==> config.mk <==
export PLATFORM = sky130hd
export DESIGN_NAME = fpa_share_arbiter
export DESIGN_NICKNAME = d
export VERILOG_FILES = /design/src/rtl/fpa_arb_pkg.sv /design/src/rtl/fpa_rr_pick.sv /design/src/rtl/fpa_share_arbiter.sv
export SDC_FILE = /design/constraint.sdc
export NUM_CORES = 1
export LEC_CHECK = 0
export BUFFER_PORTS_ARGS = -buffer_cell sky130_fd_sc_hd__buf_2
export CAP_MARGIN = 0
export CORE_AREA = 8 8 151 153
export CTS_CLUSTER_DIAMETER = 60
export DETAILED_ROUTE_END_ITERATION = 8
export DIE_AREA = 0 0 159 161
export PLACE_DENSITY_LB_ADDON = 0.08
export SYNTH_ARGS = -nofsm -noshare
export SYNTH_HDL_FRONTEND = slang
export SYNTH_SLANG_ARGS = --single-unit
==> constraint.sdc <==
create_clock -name CLK -period 3.8 [get_ports CLK]
set_input_delay 0.19 -clock CLK [delete_from_list [all_inputs] [get_ports CLK]]
set_output_delay 0.19 -clock CLK [all_outputs]
set_load 0.03 [all_outputs]
==> src/rtl/fpa_arb_pkg.sv <==
// Shared definitions for the floating-point adder share arbiter.
// Contents:
//   arb_state_t  - FSM state encoding
//   DEF_*        - default WIDTH, NUM_REQ and TIMEOUT values
//   next_rr_idx  - circular successor of a requester index
package fpa_arb_pkg;

    typedef enum logic [2:0] {
        ST_IDLE,
        ST_START,
        ST_WAIT_BUSY,
        ST_WAIT_DONE,
        ST_RESP
    } arb_state_t;

    localparam int DEF_WIDTH   = 32;
    localparam int DEF_NUM_REQ = 4;
    localparam int DEF_TIMEOUT = 255;

    // Index following idx, wrapping to 0 after n-1.
    function automatic int unsigned next_rr_idx(input int unsigned idx, input int unsigned n);
        return (idx + 1 >= n) ? 0 : idx + 1;
    endfunction

endpackage

==> src/rtl/fpa_rr_pick.sv <==
// Combinational round-robin picker.
// Ports:
//   req     - request vector
//   ptr     - index of the last served requester; search starts after it
//   win     - one-hot winner (all zero when no request)
//   win_idx - binary index of the winner (0 when no request)
module fpa_rr_pick
    import fpa_arb_pkg::*;
#(
    parameter int NUM_REQ = DEF_NUM_REQ,
    parameter int IDX_W   = $clog2(DEF_NUM_REQ)
) (
    input  logic [NUM_REQ-1:0] req,
    input  logic [IDX_W-1:0]   ptr,
    output logic [NUM_REQ-1:0] win,
    output logic [IDX_W-1:0]   win_idx
);

    logic        found;
    int unsigned cand;

    always_comb begin
        win     = '0;
        win_idx = '0;
        found   = 1'b0;
        cand    = int'(ptr);
        for (int unsigned i = 0; i < NUM_REQ; i++) begin
            cand = next_rr_idx(cand, NUM_REQ);
            if (!found && req[cand]) begin
                found     = 1'b1;
                win[cand] = 1'b1;
                win_idx   = IDX_W'(cand);
            end
        end
    end

endmodule

==> src/rtl/fpa_share_arbiter.sv <==
// Round-robin scheduler sharing one floating-point adder among NUM_REQ
// requesters, with a watchdog that aborts transactions whose adder never
// returns done.
// Ports:
//   CLK, rst              - clock (rising edge), async active-high reset
//   req                   - per-requester request level, sampled in IDLE only
//   opA, opB              - packed operands, requester i at [i*WIDTH +: WIDTH]
//   gnt                   - one-hot grant, held from grant through RESP
//   res, res_valid        - result and one-cycle valid on the served bit
//   res_err               - flags a watchdog abort (res is 0 then)
//   busy                  - high outside IDLE
//   fpa_start, fpa_A/B    - adder start pulse and latched operands
//   fpa_done, fpa_result  - adder done level and result
module fpa_share_arbiter
    import fpa_arb_pkg::*;
#(
    parameter int NUM_REQ = DEF_NUM_REQ,
    parameter int WIDTH   = DEF_WIDTH,
    parameter int TIMEOUT = DEF_TIMEOUT
) (
    input  logic                     CLK,
    input  logic                     rst,
    input  logic [NUM_REQ-1:0]       req,
    input  logic [NUM_REQ*WIDTH-1:0] opA,
    input  logic [NUM_REQ*WIDTH-1:0] opB,
    output logic [NUM_REQ-1:0]       gnt,
    output logic [WIDTH-1:0]         res,
    output logic [NUM_REQ-1:0]       res_valid,
    output logic                     res_err,
    output logic                     busy,
    output logic                     fpa_start,
    output logic [WIDTH-1:0]         fpa_A,
    output logic [WIDTH-1:0]         fpa_B,
    input  logic                     fpa_done,
    input  logic [WIDTH-1:0]         fpa_result
);

    localparam int IDX_W  = $clog2(NUM_REQ);
    localparam int WD_REQ = $clog2(TIMEOUT + 1);
    localparam int WD_W   = (WD_REQ > 8) ? WD_REQ : 8;
    // The counter value seen on the edge that makes it reach TIMEOUT.
    localparam logic [WD_W-1:0] WD_LAST = WD_W'(TIMEOUT - 1);

    arb_state_t         state, next_state;
    logic [IDX_W-1:0]   ptr;
    logic [IDX_W-1:0]   gnt_idx;
    logic [NUM_REQ-1:0] win;
    logic [IDX_W-1:0]   win_idx;
    logic [WD_W-1:0]    wd;
    logic               timeout_hit;

    fpa_rr_pick #(
        .NUM_REQ (NUM_REQ),
        .IDX_W   (IDX_W)
    ) u_pick (
        .req     (req),
        .ptr     (ptr),
        .win     (win),
        .win_idx (win_idx)
    );

    always_ff @(posedge CLK or posedge rst) begin
        if (rst) state <= ST_IDLE;
        else     state <= next_state;
    end

    always_comb begin
        next_state  = state;
        timeout_hit = 1'b0;
        case (state)
            ST_IDLE: begin
                // A busy adder (left running by an abort) blocks new grants.
                if ((|req) && fpa_done) next_state = ST_START;
            end
            ST_START: next_state = ST_WAIT_BUSY;
            ST_WAIT_BUSY: begin
                if (!fpa_done) begin
                    next_state = ST_WAIT_DONE;
                end else if (wd == WD_LAST) begin
                    next_state  = ST_RESP;
                    timeout_hit = 1'b1;
                end
            end
            ST_WAIT_DONE: begin
                // A done on the final watchdog cycle still counts as success.
                if (fpa_done) begin
                    next_state = ST_RESP;
                end else if (wd == WD_LAST) begin
                    next_state  = ST_RESP;
                    timeout_hit = 1'b1;
                end
            end
            ST_RESP: next_state = ST_IDLE;
            default: next_state = ST_IDLE;
        endcase
    end

    always_ff @(posedge CLK or posedge rst) begin
        if (rst) begin
            gnt     <= '0;
            gnt_idx <= '0;
            ptr     <= IDX_W'(NUM_REQ - 1);
            fpa_A   <= '0;
            fpa_B   <= '0;
            res     <= '0;
            res_err <= 1'b0;
            wd      <= '0;
        end else begin
            case (state)
                ST_IDLE: begin
                    if (next_state == ST_START) begin
                        gnt     <= win;
                        gnt_idx <= win_idx;
                        fpa_A   <= opA[int'(win_idx)*WIDTH +: WIDTH];
                        fpa_B   <= opB[int'(win_idx)*WIDTH +: WIDTH];
                    end
                end
                ST_START: wd <= '0;
                ST_WAIT_BUSY, ST_WAIT_DONE: begin
                    wd <= wd + 1'b1;
                    if (next_state == ST_RESP) begin
                        ptr     <= gnt_idx;
                        res     <= timeout_hit ? '0 : fpa_result;
                        res_err <= timeout_hit;
                    end
                end
                ST_RESP: begin
                    gnt     <= '0;
                    res_err <= 1'b0;
                end
                default: ;
            endcase
        end
    end

    assign busy      = (state != ST_IDLE);
    assign fpa_start = (state == ST_START);
    assign res_valid = (state == ST_RESP) ? gnt : '0;

endmodule

; ---- Word-level counts from Yosys, hierarchy flattened
; Cells that the tools add are included.
[word_totals]
ff_bits = 116
in_bits = 295
output_inout_bits = 107
word_cells = 109
[op_classes]
addsub = 5
magnitude_cmp = 12
eq_ne = 9
n_shift = 2
n_mux = 47
n_bitwise = 3
reduce_logical = 22
[ops]
columns = operator, count
row1 = $shiftx A128 B8 Y32, 2
row2 = $mux W32, 5
row3 = $ge A32 B1 Y1 const B, 4
row4 = $lt A32 B3 Y1 const B, 4
row5 = $add A32 B1 Y32 const B, 3
row6 = $ge A32 B3 Y1 const B, 3
row7 = $mux W4, 6
row8 = $pmux W8 S2, 1
row9 = $mux W1, 15
row10 = $mux W3, 4
row11 = $or A4 B4 Y4, 3
row12 = $pmux W3 S4, 1
row13 = $add A8 B1 Y8 const B, 1
row14 = $bmux W1 S2, 4
row15 = $demux W1 S2, 4
row16 = $eq A8 B8 Y1 const B, 1
row17 = $logic_and A1 B1 Y1, 8
row18 = $mux W2, 4
row19 = $pmux W4 S2, 1
row20 = $reduce_and A2 Y1, 4
row21 = $eq A3 B1 Y1 const B, 2
row22 = $eq A3 B2 Y1 const B, 2
row23 = $eq A3 B3 Y1 const B, 2
row24 = $reduce_bool A2 Y1, 3
row25 = other kinds (9), 13

; ---- Longest topological paths before layout
[logic_depth]
depth_word = 20
mapped_depth = 12

; ---- Modules after synthesis
; A second synthesis with hierarchy kept.
[hier_totals]
hier_cells = 443
hier_area_um2 = 6670.1
[modules_own_cells]
columns = module, n_inst, cells_each, area_each_um2, seq_area_each_um2
row1 = fpa_share_arbiter, 1, 379, 6112.1, 2905.3
row2 = fpa_rr_pick, 1, 64, 558.0, 0.0

; ---- Worst setup path after synthesis
; Ideal clock, no wire load.
[synth_timing]
kind = reg-to-reg
from = register ptr[0]
to = register fpa_B[10]
arrival_ps = 3135
slack_ps = 527
path_stages_with_launch = 12
n_path_buf = 2
cell_sequence = dfstp_2 ha_1 nor2_1 fa_1 nor2_1 or4b_4 a2111oi_4 a211oi_2 buf_6 buf_6 a32oi_1 o211ai_1
[synth_via]
elab_chain_cells = 17
elab_cells_between_ends = 34
classes_between = add/sub (4) / order compare (4) / shift (1) / mux (19) / reduce/logical (6)
[synth_rtl]
columns = item, line_no
row1 = start: declaration, fpa_share_arbiter.sv:45  ; logic [IDX_W-1:0] ptr;
row2 = start signal: assignment, fpa_share_arbiter.sv:102  ; ptr <= IDX_W'(NUM_REQ - 1);
row3 = start signal: assignment, fpa_share_arbiter.sv:122  ; ptr <= gnt_idx;
row4 = $add A2 B1 Y3 (*), fpa_arb_pkg.sv:22  ; return (idx + 1 >= n) ? 0 : idx + 1;
row5 = $ge A3 B3 Y1, fpa_arb_pkg.sv:22
row6 = $mux W32 (*), fpa_arb_pkg.sv:22
row7 = $add A32 B1 Y32, fpa_arb_pkg.sv:22
row8 = $ge A32 B3 Y1, fpa_arb_pkg.sv:22
row9 = $mux W32, fpa_arb_pkg.sv:22
row10 = $add A32 B1 Y32 or $bmux W1 S2 (tied branches), "fpa_arb_pkg.sv:22, fpa_rr_pick.sv:29"
row11 = $ge A32 B3 Y1 or $mux W1 (tied branches), "fpa_arb_pkg.sv:22, fpa_rr_pick.sv:29"
row12 = $mux W32 or $logic_and A1 B1 Y1 (tied branches), "fpa_arb_pkg.sv:22, fpa_rr_pick.sv:29"
row13 = "$add A32 B1 Y32, or another cell as far along", fpa_arb_pkg.sv:22
row14 = "$ge A32 B3 Y1, or another cell as far along", fpa_arb_pkg.sv:22
row15 = $mux W32 or $logic_and A1 B1 Y1 (tied branches), "fpa_arb_pkg.sv:22, fpa_rr_pick.sv:29"
row16 = $bmux W1 S2 or $mux W1 (tied branches), fpa_rr_pick.sv:29  ; if (!found && req[cand]) begin
row17 = $mux W1 (implied by the code) or $logic_not A1 Y1 (tied branches), fpa_rr_pick.sv:29
row18 = $logic_and A1 B1 Y1, fpa_rr_pick.sv:29
row19 = $mux W2 (*), fpa_rr_pick.sv:29
row20 = $shiftx A128 B8 Y32 (*), fpa_share_arbiter.sv:115  ; fpa_B <= opB[int'(win_idx)*WIDTH +: WIDTH];
row21 = end signal: assignment, fpa_share_arbiter.sv:115
row22 = end: declaration, fpa_share_arbiter.sv:33  ; output logic [WIDTH-1:0] fpa_B,
; Mark *: on every way between the ends. The rest lies on a longest branch, timed or not. The select of a mux whose other input is x is not followed.
; A chain may end at the register's enable or synchronous reset.

; ---- Worst setup path after layout
[layout_timing]
from = register ptr[0]
to = register fpa_A[1]
[layout_via]
elab_chain_cells = 17
elab_cells_between_ends = 34
classes_between = add/sub (4) / order compare (4) / shift (1) / mux (19) / reduce/logical (6)
[layout_rtl]
columns = item, line_no
row1 = $add A2 B1 Y3 (*), fpa_arb_pkg.sv:22
row2 = $ge A3 B3 Y1, fpa_arb_pkg.sv:22
row3 = $mux W32 (*), fpa_arb_pkg.sv:22
row4 = $add A32 B1 Y32, fpa_arb_pkg.sv:22
row5 = $ge A32 B3 Y1, fpa_arb_pkg.sv:22
row6 = $mux W32, fpa_arb_pkg.sv:22
row7 = $add A32 B1 Y32 or $bmux W1 S2 (tied branches), "fpa_arb_pkg.sv:22, fpa_rr_pick.sv:29"
row8 = $ge A32 B3 Y1 or $mux W1 (tied branches), "fpa_arb_pkg.sv:22, fpa_rr_pick.sv:29"
row9 = $mux W32 or $logic_and A1 B1 Y1 (tied branches), "fpa_arb_pkg.sv:22, fpa_rr_pick.sv:29"
row10 = "$add A32 B1 Y32, or another cell as far along", fpa_arb_pkg.sv:22
row11 = "$ge A32 B3 Y1, or another cell as far along", fpa_arb_pkg.sv:22
row12 = $mux W32 or $logic_and A1 B1 Y1 (tied branches), "fpa_arb_pkg.sv:22, fpa_rr_pick.sv:29"
row13 = $bmux W1 S2 or $mux W1 (tied branches), fpa_rr_pick.sv:29
row14 = $mux W1 (implied by the code) or $logic_not A1 Y1 (tied branches), fpa_rr_pick.sv:29
row15 = $logic_and A1 B1 Y1, fpa_rr_pick.sv:29
row16 = $mux W2 (*), fpa_rr_pick.sv:29
row17 = $shiftx A128 B8 Y32 (*), fpa_share_arbiter.sv:114  ; fpa_A <= opA[int'(win_idx)*WIDTH +: WIDTH];
row18 = end signal: assignment, fpa_share_arbiter.sv:114
row19 = end: declaration, fpa_share_arbiter.sv:32  ; output logic [WIDTH-1:0] fpa_A,
; Marks and branches as above.

==> flow_metrics.tcl <==
set metrics [dict create \
    drv_slew 0 \
    cts_buffers 17 \
    path_max_fanout 49 \
    setup_violations 0 \
    setup_tns_ns 0 \
    synth.distinct_cells 50 \
    holdWs_ns -0.0405 \
    netlist_area_um2 6540 \
    layout.nets 1374 \
    die_w_um 159 \
    ys_top_cells_by_area "dfrtp_1, mux2i_1, a32oi_1, nand3_1, o211ai_1" \
    antenna_found_initial 6 \
    initial_utilization 0.318 \
    postCtsSetupBuffers 0 \
    violations "negative hold slack" \
    worstSetupPathType "reg -> reg" \
    coreArea_um2 20600 \
    postLayoutSetupSlackWorst_ns 0.325 \
    num_io_pins 402 \
    power.density_nw_per_um2 926 \
    yosys_warnings 0 \
    synthArstFlopShare 1.00 \
    finalCriticalPeriod_ns 3.47 \
    dpl.hpwl_um 21000 \
    wl_per_cell_um 20.6 \
    globalplace.congestion 0.811 \
    fin_crit_sh 0.914 \
    drc_errors 0 \
    viasPerCell 5.18 \
    rsz0062_at_grt "no" \
    cts.clk_slew.worst_paths_ns 0.06 \
    r2r_end "fpa_A[1]" \
    cp-start-kind "flip-flop" \
    worst_pin_slew_ns 0.922 \
    cts_num_sinks 116 \
    vias 7050 \
    grt_overflow 0 \
    synth_enable_flop_cells 0 \
    yosysTopAreaCellShare 0.436 \
    drtIter0Drc 442 \
    fmax_mhz 288 \
    worst-r2r-setup-slack_ns 0.33 \
    io_buffer_count 401 \
    firstDrtPassIters 6 \
    p_leak_nw 4.97 \
    syn2layout_area_growth_pct 48.7 \
    pre_cts_ws_ns 0.352 \
    track_usage 0.211 \
    syn_area_per_cell_um2 9.84 \
    cts_tree "done" \
    maxCapViolCount 0 \
    cts.repair.resized 0 \
    arrival_ns 3.74 \
    relSlewSlack 0.385 \
    worstSetupEndpointType "flip-flop" \
    ir_drop_uv 670 \
    reg2reg_depth 11 \
    cp.required_ns 4.06 \
    drive_gt1_frac 0.437 \
    cts_root_buffer "clkbuf_16" \
    ys_ff_latch 116 \
    worstHoldPathType "in -> async" \
    hold_violations 18 \
    synth_cells 664 \
    wl_um 28100 \
    clk_path_buf_depth 2 \
    synth_top_cell_by_area "dfrtp_1" \
    grt_pass1_wl_um 43100 \
    grt_pass1_vias 7377 \
    status "complete, but fails checks" \
    synth_nets 967 \
    grt_max_degree 77 \
    r2r_start "ptr[0]" \
    htreeDepth 4 \
    core.rowCount 53 \
    synth_ff_type "dfrtp_1" \
    postRouteAntennaNets 0 \
    seq_area_frac_synth 0.444 \
    dieHeight_um 161 \
    dieArea_um2 25600 \
    timing.clock.skew_ns 0.00927 \
    clk_latency_ns 0.41 \
]
-- area by class of cell --
class | instances | area, um^2
fill | 2011 | 10800
multi-input combinational | 461 | 3230
sequential | 116 | 2910
timing repair buffer | 452 | 2550
clock buffer | 18 | 439
tap | 275 | 344
clock inverter | 14 | 153
inverter | 23 | 88.8
antenna | 3 | 7.51
-- cell families (layout without fill, tap and decap cells) --
logic type                 after synthesis  after routing  share of synthesized area
xor gates and xnor gates                 3              3                    0.00402
DFF                                    116            116                      0.444
and+or+nand+nor                        203            203                      0.144
AOI/OAI and AO/OA                      175            175                      0.214
other                                    0              3                          0
muxes                                   71             71                      0.111
adders and majority gates                9              9                     0.0191
buffers and inverters                   87            507                     0.0637
-- routing by layer --
metal | GRT usage | wire (um) | share of wire | up-vias
li1 | - | - | - | 3358
met1 | 0.242 | 11100 | 0.39 | 3365
met2 | 0.368 | 14400 | 0.51 | 286
met3 | 0.0713 | 2190 | 0.078 | 33
met4 | 0.0617 | 429 | 0.015 | 8
met5 | 0 | 46 | 0.0016 | -
-- where the power goes --
| part | leakage (nW) | internal (mW) | switching (mW) |
|---|---|---|---|
| sequential | 1.46 | 1.79 | 0.332 |
| combinational | 3.22 | 1.89 | 3.37 |
| clock | 0.285 | 0.989 | 0.622 |
| total | 4.97 | 4.67 | 4.33 |
-- worst max path at each step --
stage,slack [ns],startpoint,cells past startpoint,to
3_3_place_gp,0.38,ptr[0],11,fpa_A[18]
2_1_floorplan,0.53,ptr[0],11,fpa_B[10]
5_1_grt,0.06,ptr[0],11,fpa_A[21]
3_5_place_dp,0.35,ptr[0],11,fpa_A[1]
4_1_cts,0.34,ptr[0],11,fpa_A[1]
6_report,0.33,ptr[0],11,fpa_A[1]
-- through the flow --
step	instance area, um^2	hold WS, ns	utilization	cells	power [mW]
final	9720	-0.0405	0.473	1362	9.00
after global placement	8830	0.411	0.430	1298	7.40
after CTS	9710	0.00473	0.472	1359	9.08
after global routing	9720	0.0170	0.473	1361	9.58
after detailed placement	8830	0.415	0.430	1298	7.41
after floorplan	6540	0.323	-	664	5.85
-- cell usage after synthesis (2+ instances only) --
cell type	number
dfstp_2	2
a31oi_1	2
fa_1	2
a222oi_1	4
xor2_1	3
buf_6	7
nand3_1	85
or3_1	2
a31o_2	4
and3_1	7
a21oi_1	8
mux2i_1	68
o221ai_1	16
nor2_1	10
a211o_1	2
a32oi_1	64
nand2_1	85
o21ai_0	15
buf_4	3
buf_2	21
o211ai_1	49
nand2b_1	2
ha_1	6
dfrtp_1	114
clkbuf_1	32
or2_2	2
inv_1	23
nand4_1	3
nand3b_1	2
-- registers in the layout, summed over array words and instances (netlist names) --
signal   count
fpa_A       32
fpa_B       32
res         32
wd           8
gnt          4
state        3
gnt_idx      2
ptr          2
res_err      1
-- critical path, stage by stage (launching register included) --
cell,delay [ns]
dfstp_2,0.59
ha_1,0.25
nor2_1,0.12
fa_1,0.50
nor2_1,0.15
or4b_4,0.50
a2111oi_4,0.39
a211oi_4,0.09
buf_12,0.22
nand2_1,0.10
buf_4,0.23
o221ai_1,0.14
-- cell usage in the layout, fill, tap and decap left out, drive strengths merged, types with 2 or more instances in the layout --
cell type / Yosys / final
buf: 32 / 423
dfrtp: 114 / 114
nand3: 85 / 85
nand2: 85 / 85
mux2i: 68 / 68
a32oi: 64 / 64
o211ai: 49 / 49
dlygate4sd3: 0 / 29
inv: 23 / 26
clkbuf: 32 / 18
o221ai: 16 / 16
o21ai: 16 / 16
nor2: 10 / 10
a21oi: 8 / 8
and3: 7 / 7
ha: 6 / 6
clkinv: 0 / 6
a222oi: 4 / 4
a31o: 4 / 4
diode: 0 / 3
nand4: 3 / 3
xor2: 3 / 3
clkinvlp: 0 / 3
nand2b: 2 / 2
nand3b: 2 / 2
or2: 2 / 2
a31oi: 2 / 2
fa: 2 / 2
bufinv: 0 / 2
dfstp: 2 / 2
or3: 2 / 2
mux2: 2 / 2
a211o: 2 / 2
-- timing repair --
item | 4_1_cts | 5_1_grt
endpoints found under the setup margin | 0 | 0
hold buffers | 29 | 0
hold endpoints to repair | 29 | 0
(Power assumes the default switching activity.)
